**src/rtl/axi_id_remap_narrow.sv**
```systemverilog
// AXI ID narrowing remapper: wide slave-port IDs are mapped onto a small table of narrow
// master-port IDs per direction, and original IDs are restored on B/R responses.
package axi_id_remap_narrow_pkg;
  localparam int unsigned SlvIdWidth = 6;
  localparam int unsigned MstIdWidth = 2;
  localparam int unsigned AddrWidth  = 32;
  localparam int unsigned DataWidth  = 32;
  localparam int unsigned LenWidth   = 8;
  localparam int unsigned StrbWidth  = DataWidth / 8;

  typedef struct packed {
    logic [SlvIdWidth-1:0] id;
    logic [AddrWidth-1:0]  addr;
    logic [LenWidth-1:0]   len;
  } nar_slv_ax_t;

  typedef struct packed {
    logic [MstIdWidth-1:0] id;
    logic [AddrWidth-1:0]  addr;
    logic [LenWidth-1:0]   len;
  } nar_mst_ax_t;

  typedef struct packed {
    logic [DataWidth-1:0] data;
    logic [StrbWidth-1:0] strb;
    logic                 last;
  } nar_w_t;

  typedef struct packed {
    logic [SlvIdWidth-1:0] id;
    logic [1:0]            resp;
  } nar_slv_b_t;

  typedef struct packed {
    logic [MstIdWidth-1:0] id;
    logic [1:0]            resp;
  } nar_mst_b_t;

  typedef struct packed {
    logic [SlvIdWidth-1:0] id;
    logic [DataWidth-1:0]  data;
    logic [1:0]            resp;
    logic                  last;
  } nar_slv_r_t;

  typedef struct packed {
    logic [MstIdWidth-1:0] id;
    logic [DataWidth-1:0]  data;
    logic [1:0]            resp;
    logic                  last;
  } nar_mst_r_t;
endpackage

module axi_id_remap_narrow
  import axi_id_remap_narrow_pkg::*;
#(
  parameter int unsigned AxiIdWidthSlvPort = 6,
  parameter int unsigned AxiIdWidthMstPort = 2,
  parameter int unsigned MaxTxnsPerId      = 4,
  parameter type slv_aw_chan_t = nar_slv_ax_t,
  parameter type slv_w_chan_t  = nar_w_t,
  parameter type slv_b_chan_t  = nar_slv_b_t,
  parameter type slv_ar_chan_t = nar_slv_ax_t,
  parameter type slv_r_chan_t  = nar_slv_r_t,
  parameter type mst_aw_chan_t = nar_mst_ax_t,
  parameter type mst_w_chan_t  = nar_w_t,
  parameter type mst_b_chan_t  = nar_mst_b_t,
  parameter type mst_ar_chan_t = nar_mst_ax_t,
  parameter type mst_r_chan_t  = nar_mst_r_t
) (
  input  logic         clk_i,
  input  logic         rst_ni,
  input  slv_aw_chan_t slv_aw_chan_i,
  input  logic         slv_aw_valid_i,
  output logic         slv_aw_ready_o,
  input  slv_w_chan_t  slv_w_chan_i,
  input  logic         slv_w_valid_i,
  output logic         slv_w_ready_o,
  output slv_b_chan_t  slv_b_chan_o,
  output logic         slv_b_valid_o,
  input  logic         slv_b_ready_i,
  input  slv_ar_chan_t slv_ar_chan_i,
  input  logic         slv_ar_valid_i,
  output logic         slv_ar_ready_o,
  output slv_r_chan_t  slv_r_chan_o,
  output logic         slv_r_valid_o,
  input  logic         slv_r_ready_i,
  output mst_aw_chan_t mst_aw_chan_o,
  output logic         mst_aw_valid_o,
  input  logic         mst_aw_ready_i,
  output mst_w_chan_t  mst_w_chan_o,
  output logic         mst_w_valid_o,
  input  logic         mst_w_ready_i,
  input  mst_b_chan_t  mst_b_chan_i,
  input  logic         mst_b_valid_i,
  output logic         mst_b_ready_o,
  output mst_ar_chan_t mst_ar_chan_o,
  output logic         mst_ar_valid_o,
  input  logic         mst_ar_ready_i,
  input  mst_r_chan_t  mst_r_chan_i,
  input  logic         mst_r_valid_i,
  output logic         mst_r_ready_o
);
  localparam int unsigned CntWidth = $clog2(MaxTxnsPerId + 1);
  localparam int unsigned NoIds    = 2 ** AxiIdWidthMstPort;
  localparam int unsigned NoDirs   = 2;
  localparam int unsigned DirW     = 0;
  localparam int unsigned DirR     = 1;

  typedef logic [AxiIdWidthSlvPort-1:0] wide_id_t;
  typedef logic [AxiIdWidthMstPort-1:0] narrow_id_t;
  typedef logic [CntWidth-1:0]          cnt_t;

  wide_id_t   orig_q [NoDirs][NoIds];
  wide_id_t   orig_d [NoDirs][NoIds];
  cnt_t       cnt_q  [NoDirs][NoIds];
  cnt_t       cnt_d  [NoDirs][NoIds];

  wide_id_t   req_id     [NoDirs];
  logic       req_hs     [NoDirs];
  logic       ok_c       [NoDirs];
  narrow_id_t idx_c      [NoDirs];
  narrow_id_t rsp_idx    [NoDirs];
  logic       rsp_dec    [NoDirs];

  assign req_id[DirW]  = slv_aw_chan_i.id;
  assign req_id[DirR]  = slv_ar_chan_i.id;
  assign req_hs[DirW]  = slv_aw_valid_i & mst_aw_ready_i & ok_c[DirW];
  assign req_hs[DirR]  = slv_ar_valid_i & mst_ar_ready_i & ok_c[DirR];
  assign rsp_idx[DirW] = mst_b_chan_i.id;
  assign rsp_idx[DirR] = mst_r_chan_i.id;
  assign rsp_dec[DirW] = mst_b_valid_i & slv_b_ready_i;
  assign rsp_dec[DirR] = mst_r_valid_i & slv_r_ready_i & mst_r_chan_i.last;

  // Lookup: an existing entry for the ID wins (stall if full), else lowest free entry.
  always_comb begin : lookup
    logic       hit, hit_full, free_found;
    narrow_id_t hit_idx, free_idx;
    hit        = 1'b0;
    hit_full   = 1'b0;
    free_found = 1'b0;
    hit_idx    = '0;
    free_idx   = '0;
    for (int d = 0; d < NoDirs; d++) begin
      hit        = 1'b0;
      hit_full   = 1'b0;
      free_found = 1'b0;
      hit_idx    = '0;
      free_idx   = '0;
      for (int i = 0; i < NoIds; i++) begin
        if (cnt_q[d][i] != '0 && orig_q[d][i] == req_id[d]) begin
          hit      = 1'b1;
          hit_idx  = narrow_id_t'(i);
          hit_full = (cnt_q[d][i] == cnt_t'(MaxTxnsPerId));
        end
        if (cnt_q[d][i] == '0 && !free_found) begin
          free_found = 1'b1;
          free_idx   = narrow_id_t'(i);
        end
      end
      ok_c[d]  = hit ? !hit_full : free_found;
      idx_c[d] = hit ? hit_idx : free_idx;
    end
  end

  always_comb begin : table_next
    logic inc_i, dec_i;
    orig_d = orig_q;
    cnt_d  = cnt_q;
    inc_i  = 1'b0;
    dec_i  = 1'b0;
    for (int d = 0; d < NoDirs; d++) begin
      for (int i = 0; i < NoIds; i++) begin
        inc_i = req_hs[d] && (idx_c[d] == narrow_id_t'(i));
        dec_i = rsp_dec[d] && (rsp_idx[d] == narrow_id_t'(i));
        if (inc_i) orig_d[d][i] = req_id[d];
        cnt_d[d][i] = cnt_q[d][i] + cnt_t'(inc_i) - cnt_t'(dec_i);
      end
    end
  end

  always_ff @(posedge clk_i) begin
    if (!rst_ni) begin
      for (int d = 0; d < NoDirs; d++) begin
        for (int i = 0; i < NoIds; i++) begin
          orig_q[d][i] <= '0;
          cnt_q[d][i]  <= '0;
        end
      end
    end else begin
      orig_q <= orig_d;
      cnt_q  <= cnt_d;
    end
  end

  assign mst_aw_valid_o = slv_aw_valid_i & ok_c[DirW];
  assign slv_aw_ready_o = mst_aw_ready_i & ok_c[DirW];
  assign mst_aw_chan_o  = '{id: idx_c[DirW], addr: slv_aw_chan_i.addr, len: slv_aw_chan_i.len};

  assign mst_ar_valid_o = slv_ar_valid_i & ok_c[DirR];
  assign slv_ar_ready_o = mst_ar_ready_i & ok_c[DirR];
  assign mst_ar_chan_o  = '{id: idx_c[DirR], addr: slv_ar_chan_i.addr, len: slv_ar_chan_i.len};

  assign mst_w_chan_o   = slv_w_chan_i;
  assign mst_w_valid_o  = slv_w_valid_i;
  assign slv_w_ready_o  = mst_w_ready_i;

  assign slv_b_chan_o   = '{id: orig_q[DirW][rsp_idx[DirW]], resp: mst_b_chan_i.resp};
  assign slv_b_valid_o  = mst_b_valid_i;
  assign mst_b_ready_o  = slv_b_ready_i;

  assign slv_r_chan_o   = '{id: orig_q[DirR][rsp_idx[DirR]], data: mst_r_chan_i.data,
                            resp: mst_r_chan_i.resp, last: mst_r_chan_i.last};
  assign slv_r_valid_o  = mst_r_valid_i;
  assign mst_r_ready_o  = slv_r_ready_i;

`ifndef SYNTHESIS
  if (AxiIdWidthMstPort >= AxiIdWidthSlvPort) begin : gen_bad_id_width
    $fatal(1, "AxiIdWidthMstPort must be smaller than AxiIdWidthSlvPort");
  end
  if (MaxTxnsPerId < 1) begin : gen_bad_max_txns
    $fatal(1, "MaxTxnsPerId must be at least 1");
  end

  always_ff @(posedge clk_i) begin
    if (rst_ni) begin
      for (int d = 0; d < NoDirs; d++) begin
        assert (!(rsp_dec[d] && cnt_q[d][rsp_idx[d]] == '0))
          else $error("response to a free entry (counter underflow), dir %0d", d);
        assert (!(req_hs[d] && cnt_q[d][idx_c[d]] == cnt_t'(MaxTxnsPerId)))
          else $error("counter overflow, dir %0d", d);
      end
    end
  end
`endif
endmodule
```
**config.mk**
```make
export PLATFORM = sky130hd
export DESIGN_NAME = axi_id_remap_narrow
export DESIGN_NICKNAME = d
export VERILOG_FILES = /design/src/rtl/axi_id_remap_narrow.sv
export SDC_FILE = /design/constraint.sdc
export NUM_CORES = 1
export LEC_CHECK = 0
export BUFFER_PORTS_ARGS = -buffer_cell sky130_fd_sc_hd__buf_2
export CORE_AREA = 2 2 139 141
export DETAILED_ROUTE_END_ITERATION = 10
export DIE_AREA = 0 0 141 143
export MAX_ROUTING_LAYER = met4
export RECOVER_POWER = 100
export SLEW_MARGIN = 20
export SYNTH_ARGS = -nofsm -noshare
export SYNTH_HDL_FRONTEND = slang
export SYNTH_SLANG_ARGS = --single-unit
```
**constraint.sdc**
```tcl
create_clock -name clk_i -period 5.27 [get_ports clk_i]
set_input_delay 0.527 -clock clk_i [delete_from_list [all_inputs] [get_ports clk_i]]
set_output_delay 0.527 -clock clk_i [all_outputs]
set_load 0.05 [all_outputs]
```
# Yosys cells after proc, flatten, opt, wreduce, memory -nomap -nowiden
# Cells that the tools add are included.
# word_totals
in_bits,182
reg_bits,72
# classes
n_eq_ne,28
n_bitwise,13
order_cmp,2
muxes,46
n_reduce_logical,58
add_sub_neg,16
# ops
operator,n
== test 6 bit,8
logical AND 1 bit,30
two-way mux 1 bit,30
adder 3 x 1 -> 3 bit,8
binary-select mux 6 bit (select 2 bit),2
"== test 3 bit, second input constant",8
zero test 3 bit,8
two-way mux 6 bit,4
nonzero test 3 bit,8
subtractor 3 x 1 -> 3 bit,8
two-way mux 2 bit,10
"== test 2 bit, second input constant",8
bitwise AND 1 bit,11
"== test 2 x 1 -> 1 bit, second input constant",4
zero test 1 bit,8
zero test 2 bit,4
">= comparator 3 bit, second input constant",2
NOT 2 -> 3 bit,2

# Longest topological paths before layout
# Gate-level depths: netlist (run 1).
# depth
ltp_word,16
depth_mapped,17
mapped_depth_nobuf,15

# Worst setup path after synthesis (run 1)
# Ideal clock, no wire load.
# synth_path
path_type,input-to-reg
start,in slv_aw_chan_i[44] in the netlist's numbering
end,reg cnt_q[23] in the netlist's numbering
t_arrival_ns,3.811
setup_ns,0.115
required_time_ns,5.155
cell_stages,17
setup_slack_ns,1.344
cell_sequence,buf_2 xor2_1 or4_1 o21bai_1 o211ai_1 inv_1 and3_1 buf_4 inv_1 ha_1 inv_1 ha_1 inv_1 fa_1 xnor2_1 xnor2_1 and2_1
# synth_lines
element,line,source
start: declaration,73,"input slv_aw_chan_t slv_aw_chan_i,"
end signal: assignment,192,cnt_q <= cnt_d;
end: declaration,116,cnt_t cnt_q [NoDirs][NoIds];

# Worst setup path after layout (run 1)
# layout_path
start,reg cnt_q[12] in the netlist's numbering
end,reg cnt_q[17] in the netlist's numbering
# layout_between
elab_chain_cells,9
elab_cells_between_ends,18
# layout_rtl
element,line,source
nonzero test 3 bit,151,if (cnt_q[d][i] != '0 && orig_q[d][i] == req_id[d]) begin
logical AND 1 bit,151,
two-way mux 1 bit,151,
zero test 1 bit,161,ok_c[d] = hit ? !hit_full : free_found;
two-way mux 1 bit,161,
bitwise AND 1 bit,128,assign req_hs[DirW] = slv_aw_valid_i & mst_aw_ready_i & ok_c[DirW];
logical AND 1 bit (*),174,inc_i = req_hs[d] && (idx_c[d] == narrow_id_t'(i));
adder 3 x 1 -> 3 bit (*),177,cnt_d[d][i] = cnt_q[d][i] + cnt_t'(inc_i) - cnt_t'(dec_i);
subtractor 3 x 1 -> 3 bit (*),177,
# Mark *: on every way between the ends. The rest lies on a longest branch, timed or not.
# A chain may end at the register's enable or synchronous reset.

==> flow_summary_export.csv, run 1 <==
group,metric,value,unit
cells_and_area,multi_input_area,2749,um2
cells_and_area,nNetsFinal,710,
cells_and_area,syn_to_final_growth,-9.759,%
die,dieWidth,141,um
cells_and_area,fin_util,27.77,%
sta,grt_setup_unrepaired,"false",
hold_path,hold_class,"reg2reg",
sta,min_period_over_period,78.36,%
status,status,"completed",
die,die_area,20160,um2
pwr,p_per_area,342.2,nW/um2
detailed_routing,antenna_left,0,
sta,fin_crit,4130,ps
worst_setup_path,path_max_fanout,7,
yosys,synth_top_area_cell,"dfxtp_1",
yosys,synth_top_area_share,25.21,%
global_routing,grt_pass1_wl,20120,um
die,chipHeight,143,um
clock_tree,clockBufferDepth,2,
sta,clock_skew,9.126,ps
clock_tree,cts_sinks,72,
sta,slew_headroom,45.60,%
yosys,yosysWarnings,0,
sta,finalWorstSetupSlack,1140,ps
yosys,synthMostInstantiatedCell,"buf_4",
global_routing,grt_max_degree,85,
global_routing,grt_pass1_vias,3449,
place,dpl_cell_area,4901,um2
clock_tree,cts-htree-levels,3,
sta,slew_viol_final,0,
sta,finalHoldViolCount,0,
die,rows,50,
clock_tree,path_clk_slew,60,ps
worst_setup_path,cp-start-kind,"flop",
place,dp.cells,727,
worst_setup_path,reg2reg_from,"cnt_q[12]",
place,portBuffers,51,
yosys,ys.flop_type,"dfxtp_1",
place,place_ws,1127,ps
detailed_routing,wirelength,13140,um
detailed_routing,via_per_inst,4.651,
clock_tree,clock_latency,340,ps
clock_tree,cts-buffers-inserted,9,
pwr,p_total,1.765,mW
clock_tree,cts_tree,"yes",
die,start_util,30.77,%
cells_and_area,regArea,1441,um2
worst_setup_path,critPathCaptureType,"flop",
detailed_routing,post_drt_wl_per_cell,17.69,um
yosys,synth_edf_count,0,
clock_tree,cts_root_buffer,"clkbuf_16",
hold_path,holdPathEnd,"orig_q[42]",
cells_and_area,drive_gt1_share,12.97,%
yosys,synthTopCellsByArea,"dfxtp_1 25%, buf_4 22%, mux2i_1 8.4%",
detailed_routing,dr.pass1.iters,4,
worst_setup_path,reg2reg_depth,13,
hold_path,holdPathStages,2,
worst_setup_path,cp.required,5500,ps
yosys,syn_nets,833,
place,gp_congestion,0.8065,
yosys,syn_area,5718,um2
worst_setup_path,crit_start,"cnt_q[12]",
sta,setup_tns,0,ps
cells_and_area,fillers,1956,
yosys,ys_types,56,
sta,worst_pin_slew,816.0,ps
detailed_routing,drt_iter0_markers,175,
yosys,async_flop_share,0,%
yosys,ys_ff_latch,72,
yosys,yosys-top-cells-count,"164 x buf_4, 72 x dfxtp_1, 71 x nand2_1",
worst_setup_path,critical_path_class,"reg2reg",
global_routing,antenna_found_initial,0,
worst_setup_path,rr_endpoint,"cnt_q[17]",
die,core_region_area,18580,um2
pwr,peakVddDrop,0.1593,mV
die,ios,362,
worst_setup_path,arrival,4360,ps
clock_tree,postCtsSetupBuffers,0,
yosys,seq_area_frac_synth,25.21,%
place,dp_hpwl,10340,um
pwr,p_leak,2.010,nW
sta,setup_viol,0,
yosys,syn_avg_cell_area,9.120,um2
yosys,synthCells,627,
cells_and_area,fin_cells,743,
global_routing,grt_usage,13.59,%
cells_and_area,diodes,0,
global_routing,grt.overflow.total,0,
detailed_routing,vias,3456,
sta,fmax,0.2422,GHz
sta,whs,486.4,ps
cells_and_area,postLayoutCellArea,5160,um2
clock_tree,ctsHoldBuffers,0,
detailed_routing,drcViolationCount,0,
run,cap_violations,0,
hold_path,worstHoldStart,"orig_q[42]",
clock_tree,post_cts_resized,0,
worst_setup_path,regToRegSetupSlack,1140,ps
-- critical path, cell delays in order, from the launching register on --
cell	delay, ps
dfxtp_1	330
nor3_1	500
or4_1	210
a21oi_1	40
a211o_1	290
a311oi_1	450
nand4_1	650
ha_1	540
inv_1	40
ha_1	180
fa_1	380
xnor2_1	150
xnor2_1	120
and2_0	140
-- metal layers --
metal | track usage, % | up-vias | wire length, um
li1 | - | 1651 | -
met1 | 14.39 | 1581 | 4924
met2 | 21.57 | 179 | 6386
met3 | 6.707 | 45 | 1389
met4 | 5.947 | 0 | 440
met5 | - | - | 0
-- cells in the final DEF, fill, tap and decap left out, types with 2 or more instances in the layout --
master / n
clkbuf_1: 29
nand4_1: 7
buf_2: 26
nor2b_1: 7
nor4_2: 2
clkbuf_8: 3
nand2_1: 72
and3_1: 3
mux2i_1: 48
a211oi_1: 2
inv_1: 24
and2_0: 10
a21oi_1: 4
dfxtp_1: 72
o211ai_1: 3
clkbuf_16: 9
nor2_1: 14
fa_1: 8
o21ai_0: 3
or4_1: 2
nor4_1: 2
xor2_1: 21
bufinv_16: 2
o21bai_1: 3
and2_1: 14
or3_1: 3
nor3b_1: 6
mux4_2: 12
xnor2_1: 42
nor3_1: 14
ha_1: 16
-- cell type report --
class | instances | area share (%)
clock buffer | 12 | 5.165
tap | 234 | 5.674
timing repair buffer | 56 | 4.777
sequential | 72 | 27.93
clock inverter | 4 | 1.431
multi-input combinational | 341 | 53.27
inverter | 24 | 1.746
-- how the worst max path moves through the flow --
stage / endpoint
2_1_floorplan: cnt_q[23]
3_3_place_gp: cnt_q[23]
3_5_place_dp: cnt_q[23]
4_1_cts: cnt_q[23]
5_1_grt: cnt_q[17]
6_report: cnt_q[17]
-- state kept, by name, summed over array words and instances, names as in the netlist --
register,cells
orig_q,48
cnt_q,24
-- power breakdown --
| group | internal, mW | leakage [nW] | switching [mW] |
|---|---|---|---|
| Combinational | 0.161 | 1.26 | 0.273 |
| Sequential | 0.591 | 0.584 | 0.0444 |
| Clock | 0.454 | 0.169 | 0.241 |
-- cells by family (layout without fill, tap and decap cells) --
logic type                 count (synthesis)  count (layout)  synth area share (%)
buffers and inverters                    214              96                 26.11
and+or+nand+nor                          166             166                 15.40
DFF                                       72              72                 25.21
xor gates and xnor gates                  64              64                 9.934
muxes                                     61              61                 13.37
AOI/OAI and AO/OA                         26              26                 3.676
adders and majority gates                 24              24                 6.302
Note: power is estimated with default switching activity, not from simulation.
==> run 2: changes to the inputs <==
==> constraint.sdc (replaced) <==
create_clock -name clk_i -period 4.2 [get_ports clk_i]
set_input_delay 0.42 -clock clk_i [delete_from_list [all_inputs] [get_ports clk_i]]
set_output_delay 0.42 -clock clk_i [all_outputs]
set_load 0.05 [all_outputs]
==> run 2 against run 1 <==
Net effect: total power rose by 20%; clock power grew 9.4%; sequential share of layout area hardly changed; via count up 1.2%; sequential cell count stayed put; critical path type unchanged.
==> flow_summary_export.csv, run 2 (synthesized netlist as in run 1, its figures left out) <==
group,metric,value,unit
worst_setup_path,rr_endpoint,"cnt_q[8]",
global_routing,grt.overflow.total,0,
detailed_routing,post_drt_wl_per_cell,17.67,um
detailed_routing,drcViolationCount,0,
clock_tree,cts-buffers-inserted,9,
sta,min_period_over_period,87.88,%
clock_tree,cts_sinks,72,
detailed_routing,dr.pass1.iters,4,
worst_setup_path,critPathCaptureType,"flop",
detailed_routing,antenna_left,0,
clock_tree,path_clk_slew,60,ps
clock_tree,ctsHoldBuffers,0,
run,cap_violations,0,
sta,finalHoldViolCount,0,
place,dp_hpwl,10420,um
worst_setup_path,cp.required,4430,ps
clock_tree,cts-htree-levels,3,
worst_setup_path,regToRegSetupSlack,510,ps
sta,setup_tns,0,ps
place,portBuffers,51,
worst_setup_path,cp-start-kind,"flop",
sta,grt_setup_unrepaired,"false",
global_routing,antenna_found_initial,0,
global_routing,met1_usage,14.15,%
detailed_routing,wirelength,13180,um
hold_path,holdPathStages,3,
die,chipHeight,143,um
hold_path,worstHoldStart,"slv_aw_chan_i[42]",
cells_and_area,largest_reg_flops,48,
global_routing,grt_usage,13.51,%
pwr,peakVddDrop,0.2173,mV
clock_tree,cts_root_buffer,"clkbuf_16",
cells_and_area,nNetsFinal,714,
worst_setup_path,reg2reg_depth,14,
sta,fmax,0.2709,GHz
die,dieWidth,141,um
clock_tree,cts_tree,"yes",
cells_and_area,postLayoutCellArea,5151,um2
worst_setup_path,arrival,3920,ps
cells_and_area,top_regs,"orig_q (48), cnt_q (24)",
cells_and_area,syn_to_final_growth,-9.912,%
sta,setup_viol,0,
global_routing,grt_max_degree,44,
global_routing,use_met3,6.774,%
status,status,"completed",
cells_and_area,regMostFlops,"orig_q",
global_routing,grt_pass1_vias,3434,
detailed_routing,via_per_inst,4.690,
worst_setup_path,critical_path_class,"reg2reg",
global_routing,grtUsageMet2,21.72,%
clock_tree,post_cts_resized,0,
cells_and_area,diodes,0,
die,die_area,20160,um2
place,gp_congestion,0.8048,
sta,worst_pin_slew,830.4,ps
global_routing,grt.busiest_layer,"met2",
pwr,p_per_area,410.7,nW/um2
clock_tree,clockBufferDepth,2,
hold_path,hold_class,"in2reg",
hold_path,holdPathEnd,"orig_q[32]",
cells_and_area,layout_common_cells,"72 x dfxtp_1, 71 x nand2_1, 48 x mux2i_1, 42 x xnor2_1, 33 x clkbuf_1",
detailed_routing,vias,3499,
global_routing,grt_pass1_wl,19910,um
sta,fin_crit,3691,ps
die,rows,50,
cells_and_area,drive_gt1_share,13.28,%
sta,clock_skew,5.253,ps
clock_tree,clock_latency,340,ps
place,dpl_cell_area,4943,um2
pwr,p_leak,2.002,nW
sta,slew_headroom,44.64,%
worst_setup_path,path_max_fanout,4,
clock_tree,postCtsSetupBuffers,0,
die,ios,362,
detailed_routing,drt_iter0_markers,160,
die,start_util,30.77,%
die,core_region_area,18580,um2
worst_setup_path,reg2reg_from,"orig_q[21]",
sta,slew_viol_final,0,
cells_and_area,final_common_cell,"dfxtp_1",
==> run 2: cell count changes in the layout (fill, tap and decap cells not counted), sizes merged <==
cell	change
bufinv	-1
clkinv	+2
clkbuf	+2
inv	-1
buf	+1
==> run 2: worst max-delay path: stages (launching register included) <==
cell       delay (ps)
dfxtp_1           350
xor2_2            150
nor4_1            510
a2111oi_0         220
a311oi_2          310
o2111ai_1         270
or3b_1            460
ha_1              300
inv_1              50
ha_1              120
inv_1              40
fa_1              370
xnor2_1           150
xnor2_1           130
and2_0            140
==> run 2: per-layer routing <==
| layer | vias to the layer above | part of all wire, % |
|---|---|---|
| li1 | 1662 | - |
| met1 | 1632 | 37 |
| met2 | 164 | 49 |
| met3 | 41 | 11 |
| met4 | 0 | 2.9 |
| met5 | - | 0 |
==> run 2: area by class of cell <==
class                           instances  area [um2]
Fill cell                            1974       13430
Multi-Input combinational cell        341        2761
Sequential cell                        72        1441
Tap cell                              234       292.8
Timing Repair Buffer                   60       277.8
Clock buffer                           11       242.7
Inverter                               24       90.09
Clock inverter                          4       45.04
==> run 2: worst max path at each step <==
stage	from	end	slack (ps)	depth (start not counted)
6_report	orig_q[21]	cnt_q[8]	510	14
5_1_grt	orig_q[21]	cnt_q[8]	220	14
4_1_cts	orig_q[29]	cnt_q[17]	620	13
3_5_place_dp	slv_aw_chan_i[42]	cnt_q[17]	410	14
3_3_place_gp	slv_aw_chan_i[45]	cnt_q[17]	420	14
2_1_floorplan	slv_aw_chan_i[44]	cnt_q[23]	380	17
==> run 2: per-stage QoR <==
step | power [mW] | hold WS (ps) | std cells | utilization, % | setup slack (ps)
2_1_floorplan | 1.660 | 456.1 | 627 | - | 380.8
3_3_place_gp | 1.391 | 469.2 | 731 | 26.61 | 415.8
3_5_place_dp | 1.391 | 476.4 | 731 | 26.61 | 413.1
4_1_cts | 2.153 | 467.3 | 746 | 28.15 | 623.2
5_1_grt | 2.222 | 483.7 | 746 | 27.72 | 217.0
6_report | 2.115 | 478.4 | 746 | 27.72 | 509.0
==> run 2: report_power, final <==
part / switching (mW) / leakage [nW] / internal (mW)
Sequential: 0.0549 / 0.584 / 0.742
Combinational: 0.350 / 1.27 / 0.209
Clock: 0.291 / 0.145 / 0.470
Total: 0.695 / 2.00 / 1.42
